==> src/rtl/uart_pkg.sv <==
// Shared definitions for the UART transmit engine: FSM state type, parity helper, DATA_W bounds.
// The BREAK state exists only when UART_TX_BREAK_EN is defined.
package uart_pkg;

  localparam int UART_DATA_W_MIN = 5;
  localparam int UART_DATA_W_MAX = 9;

  typedef enum logic [2:0] {
    IDLE,
    START,
    DATA,
    PARITY,
    STOP
`ifdef UART_TX_BREAK_EN
    ,
    BREAK
`endif
  } uart_tx_state_t;

  // Even parity is the XOR of the word; odd parity inverts it.
  function automatic logic parity(input logic [UART_DATA_W_MAX-1:0] data, input logic odd);
    return (^data) ^ odd;
  endfunction

endpackage

==> src/rtl/uart_baud_tick.sv <==
// Baud divider: counts 0..CLKS_PER_BIT-1 while enabled, restarts on clr.
// bit_end marks the last cycle of a bit, near_end the cycle before it.
module uart_baud_tick #(
  parameter int CLKS_PER_BIT = 16
) (
  input  logic clk,
  input  logic rst,
  input  logic clr,
  input  logic en,
  output logic bit_end,
  output logic near_end
);

  localparam int CW = (CLKS_PER_BIT > 1) ? $clog2(CLKS_PER_BIT) : 1;
  localparam logic [CW-1:0] LAST = CW'(CLKS_PER_BIT - 1);
  localparam logic [CW-1:0] PRE  = CW'(CLKS_PER_BIT - 2);

  logic [CW-1:0] cnt;

  always_ff @(posedge clk or negedge rst) begin
    if (!rst) begin
      cnt <= '0;
    end else if (clr) begin
      cnt <= '0;
    end else if (en) begin
      cnt <= (cnt == LAST) ? '0 : cnt + 1'b1;
    end
  end

  assign bit_end  = en && (cnt == LAST);
  assign near_end = en && (cnt == PRE);

endmodule

==> src/rtl/uart_tx_frame.sv <==
// UART transmit engine: start, DATA_W data bits LSB first, optional parity, 1 or 2 stop bits.
// Define UART_TX_BREAK_EN to add the brk input and a line-break state.
module uart_tx_frame
  import uart_pkg::*;
#(
  parameter int DATA_W       = 8,
  parameter int CLKS_PER_BIT = 16
) (
  input  logic              clk,
  input  logic              rst,
  input  logic              s_valid,
  output logic              s_ready,
  input  logic [DATA_W-1:0] s_data,
  input  logic              par_en,
  input  logic              par_odd,
  input  logic              stop2,
`ifdef UART_TX_BREAK_EN
  input  logic              brk,
`endif
  output logic              tx_out,
  output logic              busy,
  output logic              done
);

  localparam int BCW = $clog2(DATA_W);

  uart_tx_state_t    state;
  logic [DATA_W-1:0] shreg;
  logic [BCW-1:0]    bit_cnt;
  logic              par_en_q;
  logic              par_bit_q;
  logic              stop2_q;
  logic              bit_end;
  logic              near_end;
  logic              last_stop;
  logic              accept;
  logic              in_frame;
  logic              brk_req;

`ifdef UART_TX_BREAK_EN
  assign brk_req = brk;
`else
  assign brk_req = 1'b0;
`endif

  assign last_stop = (state == STOP) && (bit_cnt == BCW'(stop2_q));
  // A pending break also blocks a back-to-back word so the break starts once the frame ends.
  assign s_ready   = !brk_req && ((state == IDLE) || (last_stop && bit_end));
  assign accept    = s_valid && s_ready;
  assign in_frame  = state inside {START, DATA, PARITY, STOP};

  uart_baud_tick #(
    .CLKS_PER_BIT(CLKS_PER_BIT)
  ) u_baud (
    .clk     (clk),
    .rst     (rst),
    .clr     (accept),
    .en      (in_frame),
    .bit_end (bit_end),
    .near_end(near_end)
  );

  always_ff @(posedge clk or negedge rst) begin
    if (!rst) begin
      state     <= IDLE;
      shreg     <= '0;
      bit_cnt   <= '0;
      par_en_q  <= 1'b0;
      par_bit_q <= 1'b0;
      stop2_q   <= 1'b0;
      tx_out    <= 1'b1;
      busy      <= 1'b0;
      done      <= 1'b0;
    end else begin
      done <= last_stop && near_end;
      if (accept) begin
        state     <= START;
        shreg     <= s_data;
        par_en_q  <= par_en;
        par_bit_q <= parity(UART_DATA_W_MAX'(s_data), par_odd);
        stop2_q   <= stop2;
        bit_cnt   <= '0;
        tx_out    <= 1'b0;
        busy      <= 1'b1;
      end else begin
        case (state)
          IDLE: begin
`ifdef UART_TX_BREAK_EN
            if (brk) begin
              state  <= BREAK;
              tx_out <= 1'b0;
              busy   <= 1'b1;
            end
`endif
          end
          START: begin
            if (bit_end) begin
              state  <= DATA;
              tx_out <= shreg[0];
            end
          end
          DATA: begin
            if (bit_end) begin
              if (bit_cnt == BCW'(DATA_W - 1)) begin
                bit_cnt <= '0;
                if (par_en_q) begin
                  state  <= PARITY;
                  tx_out <= par_bit_q;
                end else begin
                  state  <= STOP;
                  tx_out <= 1'b1;
                end
              end else begin
                bit_cnt <= bit_cnt + 1'b1;
                shreg   <= shreg >> 1;
                tx_out  <= shreg[1];
              end
            end
          end
          PARITY: begin
            if (bit_end) begin
              state   <= STOP;
              bit_cnt <= '0;
              tx_out  <= 1'b1;
            end
          end
          STOP: begin
            if (bit_end) begin
              if (last_stop) begin
                state  <= IDLE;
                tx_out <= 1'b1;
                busy   <= 1'b0;
              end else begin
                bit_cnt <= bit_cnt + 1'b1;
              end
            end
          end
`ifdef UART_TX_BREAK_EN
          BREAK: begin
            if (!brk) begin
              state  <= IDLE;
              tx_out <= 1'b1;
              busy   <= 1'b0;
            end
          end
`endif
          default: begin
            state  <= IDLE;
            tx_out <= 1'b1;
            busy   <= 1'b0;
          end
        endcase
      end
    end
  end

endmodule
==> config.mk <==
export PLATFORM = sky130hd
export DESIGN_NAME = uart_tx_frame
export DESIGN_NICKNAME = d
export VERILOG_FILES = /design/src/rtl/uart_pkg.sv /design/src/rtl/uart_baud_tick.sv /design/src/rtl/uart_tx_frame.sv
export SDC_FILE = /design/constraint.sdc
export NUM_CORES = 1
export LEC_CHECK = 0
export ABC_CLOCK_PERIOD_IN_PS = 2100
export BUFFER_PORTS_ARGS = -buffer_cell sky130_fd_sc_hd__buf_2
export CAP_MARGIN = 20
export CORE_MARGIN = 5
export CORE_UTILIZATION = 42
export DETAILED_ROUTE_END_ITERATION = 12
export GPL_TIMING_DRIVEN = 0
export HOLD_SLACK_MARGIN = 0.03
export MAX_ROUTING_LAYER = met4
export PLACE_DENSITY = 0.63
export SETUP_SLACK_MARGIN = 0.3
export SLEW_MARGIN = 20
export SYNTH_ARGS = -nofsm -noshare
export SYNTH_HDL_FRONTEND = slang
export SYNTH_SLANG_ARGS = --single-unit
==> constraint.sdc <==
create_clock -name clk -period 2.1 [get_ports clk]
set_clock_uncertainty 0.15 [all_clocks]
set_input_delay 0.315 -clock clk [delete_from_list [all_inputs] [get_ports clk]]
set_output_delay 0.315 -clock clk [all_outputs]
set_load 0.05 [all_outputs]
==> impl_metrics.csv <==
group,metric,value,unit
run_status,run_status,"finished, final reports clean",
layout,drive_gt1_frac,0.4225,
min_path,tightest_hold_check_type,"input pin to register",
route,wire_per_inst,15.47,um
grt,number_of_global_route_vias_before_repair,1271,
setup_path,worst_setup_path_start_kind,"register",
flow_run,maxCapViolCount,0,
setup_path,reg2reg_setup_slack,0.18,ns
grt,gr-usage-met2,0.2669,
floorplanning,die_w,69.12,um
clocking,cts_max_path_buffers,2,
yosys,yosys.area.top_type,"sky130_fd_sc_hd__dfrtp_1",
placement,place.gp.congestion,0.8628,
setup_path,critPathRequiredTime,1.63,ns
min_path,worst_hold_path.endpoint,"par_en_q",
yosys,synth_top_cells_by_area,"sky130_fd_sc_hd__dfrtp_1, sky130_fd_sc_hd__mux2i_1, sky130_fd_sc_hd__o21ai_0",
setup_path,crit_path_max_incr_delay,0.45,ns
yosys,netlist_area,1468,um2
grt,antenna_found_initial,0,
pwr,p_comb_frac,0.471,
sta,period_share,0.9916,
grt,grt_start_max_net_pins,25,
pwr,power.density,993.4,nW/um2
grt,use_met1,0.2029,
setup_path,crit_path_cell_trace,"ha_4 > and3_4 > buf_6 > a31oi_4 > nor2_4 > buf_8",
pwr,clkPwrFrac,0.131,
setup_path,critPathKind,"register to output pin",
sta,hold_violations,0,
sta,grt_setup_unrepaired,"true",
sta,fmaxAchievable,480.2,MHz
setup_path,r2r-end,"shreg[1]",
sta,setup_viol_count_final,0,
clocking,cts_made_buffers,3,
setup_path,worst_path_dominant_cell_family,"flip-flops",
yosys,synth_cells,148,
route,drt_pass1_iterations,4,
grt,grt_use_total,0.1617,
clocking,cts_sinks,24,
sta,min_period,2.082,ns
yosys,synth_unique_cells,43,
sta,worst_pin_slew,0.5623,ns
grt,global_route_wire_length_before_repair,6168,um
pwr,switchingPower,0.7587,mW
layout,nFillCells,311,
floorplanning,start_util,0.4364,
floorplanning,die_height,69.12,um
route,drt-initial-drc-count,72,
layout,diode_insertion_count_for_antenna_repair,0,
floorplanning,die_area,4777,um2
yosys,synth.ff_latch_count,24,
layout,final_nets,206,
setup_path,slowest_stage_cell_crit_path,"sky130_fd_sc_hd__dfrtp_2",
setup_path,critPathLaunch,"u_baud.cnt[0]",
floorplanning,ioPinCount,18,
grt,globalRouteOverflowTotal,0,
yosys,synthTopCellsByCount,"sky130_fd_sc_hd__dfrtp_1, sky130_fd_sc_hd__o21ai_0, sky130_fd_sc_hd__nand3_1",
grt,global_route.peak_usage_layer,"met2",
route,detail-route-antenna-nets,0,
yosys,yosysSeqAreaShare,0.4101,
route,route.vias.total,1277,
route,avgViaCountPerCell,5.481,
placement,place.port_buffers,17,
pwr,power_switching_share,0.3873,
yosys,mean_instance_size_in_the_synthesized_netlist,9.917,um2
pwr,worst_ir_drop_vdd,0.4510,mV
layout,final_cells,233,
grt,use_met3,0.02035,
yosys,synth_top_flop_cell,"sky130_fd_sc_hd__dfrtp_1",
setup_path,crit_path_max_fanout,2,
placement,placed_cells,211,
sta,worst_slew_margin_rel,0.6252,
clocking,cts-root-buf,"sky130_fd_sc_hd__clkbuf_4",
pwr,p_leak,0.8232,nW
floorplanning,floorplan.core_area,3363,um2
setup_path,crit_arrival,1.62,ns
clocking,clock_pin_slew_reported_for_the_worst_setup_and_hold_paths_after_clock_tree_synthesis,0.14,ns
route,postRouteWirelength,3604,um
yosys,asyncSetResetFlopFracSynth,1.000,
placement,placement.setup.worst_slack,0.05764,ns
layout,area.growth.synth_to_final,34.36,%
yosys,yosys_warnings,0,
placement,detailed_place_hpwl,2392,um
pwr,power.internal,1.200,mW
sta,setup_slack,0.01762,ns
clocking,clock_insertion_delay_worst_skew,0.33,ns
setup_path,r2r_cells,6,
min_path,min_path_cells,2,
pwr,seq_power_share,0.398,
yosys,yosys.cell_count.top_type,"sky130_fd_sc_hd__dfrtp_1",
yosys,post_synth_top_area_share,0.3922,
setup_path,reg2reg_from,"bit_cnt[0]",
floorplanning,rows,21,
sta,final-max-slew-violation-count,0,
yosys,syn_nets,166,
route,drcViolationCount,0,
setup_path,wp_buf_inv,2,
clocking,htreeDepth,1,
min_path,min-delay-start,"par_en",
setup_path,worstSetupEndpointType,"output pin",
clocking,clock_tree_from_tritoncts,"done",
yosys,synth-edff-count,0,
[cell families after synthesis]
logic type | after synthesis | synth area share
AOI/OAI and AO/OA | 44 | 0.2097
xor gates and xnor gates | 10 | 0.06905
adders and majority gates | 4 | 0.03410
buffers and inverters | 10 | 0.02984
DFF | 24 | 0.4101
muxes | 9 | 0.06309
and+or+nand+nor | 47 | 0.1841
[per-layer routing]
metal / vias up / wire, um
li1: 628 / -
met1: 613 / 1655
met2: 29 / 1764
met3: 7 / 109
met4: 0 / 74
met5: - / 0
[cell type report]
cell class                      count  area (um2)  share of cell area
Inverter                            3       11.26            0.005711
Buffer                              7       70.07             0.03553
Clock buffer                        4       36.28             0.01840
Multi-Input combinational cell    114       930.9              0.4721
Timing Repair Buffer               35       260.3              0.1320
Tap cell                           46       57.56             0.02919
Sequential cell                    24       605.6              0.3071
[what timing repair did]
action                     in CTS  in global routing
hold endpoints to repair       23                  0
gates resized for setup        16                 22
pin swaps                       5                  6
setup buffers                  11                  5
cloned                          0                  1
hold buffers                    1                  0
setup endpoints to repair      21                 21
[cell usage in the layout, fill, tap and decap left out, types with 2 or more instances in the layout]
master	instances
sky130_fd_sc_hd__dfrtp_1	20
sky130_fd_sc_hd__o21ai_1	3
sky130_fd_sc_hd__xnor2_1	4
sky130_fd_sc_hd__dfrtp_2	3
sky130_fd_sc_hd__a21oi_2	2
sky130_fd_sc_hd__nor2_4	2
sky130_fd_sc_hd__nor3_1	3
sky130_fd_sc_hd__nand2b_1	2
sky130_fd_sc_hd__nor2_2	2
sky130_fd_sc_hd__nor2b_1	2
sky130_fd_sc_hd__o311a_1	2
sky130_fd_sc_hd__a221o_1	2
sky130_fd_sc_hd__clkbuf_4	3
sky130_fd_sc_hd__or2_2	3
sky130_fd_sc_hd__clkbuf_8	2
sky130_fd_sc_hd__buf_4	12
sky130_fd_sc_hd__buf_8	3
sky130_fd_sc_hd__nand2_1	5
sky130_fd_sc_hd__nor2_1	6
sky130_fd_sc_hd__o22ai_1	2
sky130_fd_sc_hd__nand3_1	11
sky130_fd_sc_hd__buf_6	5
sky130_fd_sc_hd__inv_1	3
sky130_fd_sc_hd__mux2_2	2
sky130_fd_sc_hd__mux2i_1	4
sky130_fd_sc_hd__ha_4	3
sky130_fd_sc_hd__o21ai_0	10
sky130_fd_sc_hd__buf_2	19
sky130_fd_sc_hd__and2_1	4
sky130_fd_sc_hd__mux2i_2	3
sky130_fd_sc_hd__or3_1	2
sky130_fd_sc_hd__o21ai_2	5
sky130_fd_sc_hd__a31oi_1	2
sky130_fd_sc_hd__a21oi_1	8
sky130_fd_sc_hd__xor2_1	4
[power groups by stage]
stage	clock [mW]	sequential (mW)	combinational, mW
floorplan	0	0.767	0.558
global placement	0	0.770	0.708
detailed placement	0	0.781	0.717
CTS	0.262	0.769	0.859
global route	0.279	0.804	1.03
finish	0.256	0.780	0.923
[how the worst max path moves through the flow]
stage,endpoint,slack [ns],depth (start not counted)
5_1_grt,s_ready,-0.03,6
4_1_cts,s_ready,0.004,6
3_3_place_gp,shreg[0],0.09,6
2_1_floorplan,shreg[1],0.30,5
6_report,s_ready,0.02,6
3_5_place_dp,shreg[1],0.06,5
[through the flow]
step / TNS (ns) / total power [mW] / cell area, um2 / hold WS [ns] / utilization
global route: -0.02787 / 2.116 / 1972 / 0.05571 / 0.5863
CTS: 0 / 1.890 / 1863 / 0.05025 / 0.5539
global placement: 0 / 1.478 / 1662 / 0.1838 / 0.4940
detailed placement: 0 / 1.498 / 1662 / 0.1935 / 0.4940
finish: 0 / 1.959 / 1972 / 0.05743 / 0.5863
floorplan: 0 / 1.325 / 1519 / -0.1306 / -
[registers in the layout, indices dropped and copies added, names as in the netlist, 3 cells and up]
signal	cells
u_baud.cnt	4
shreg	8
state	3
bit_cnt	3
(Power assumes the default switching activity.)
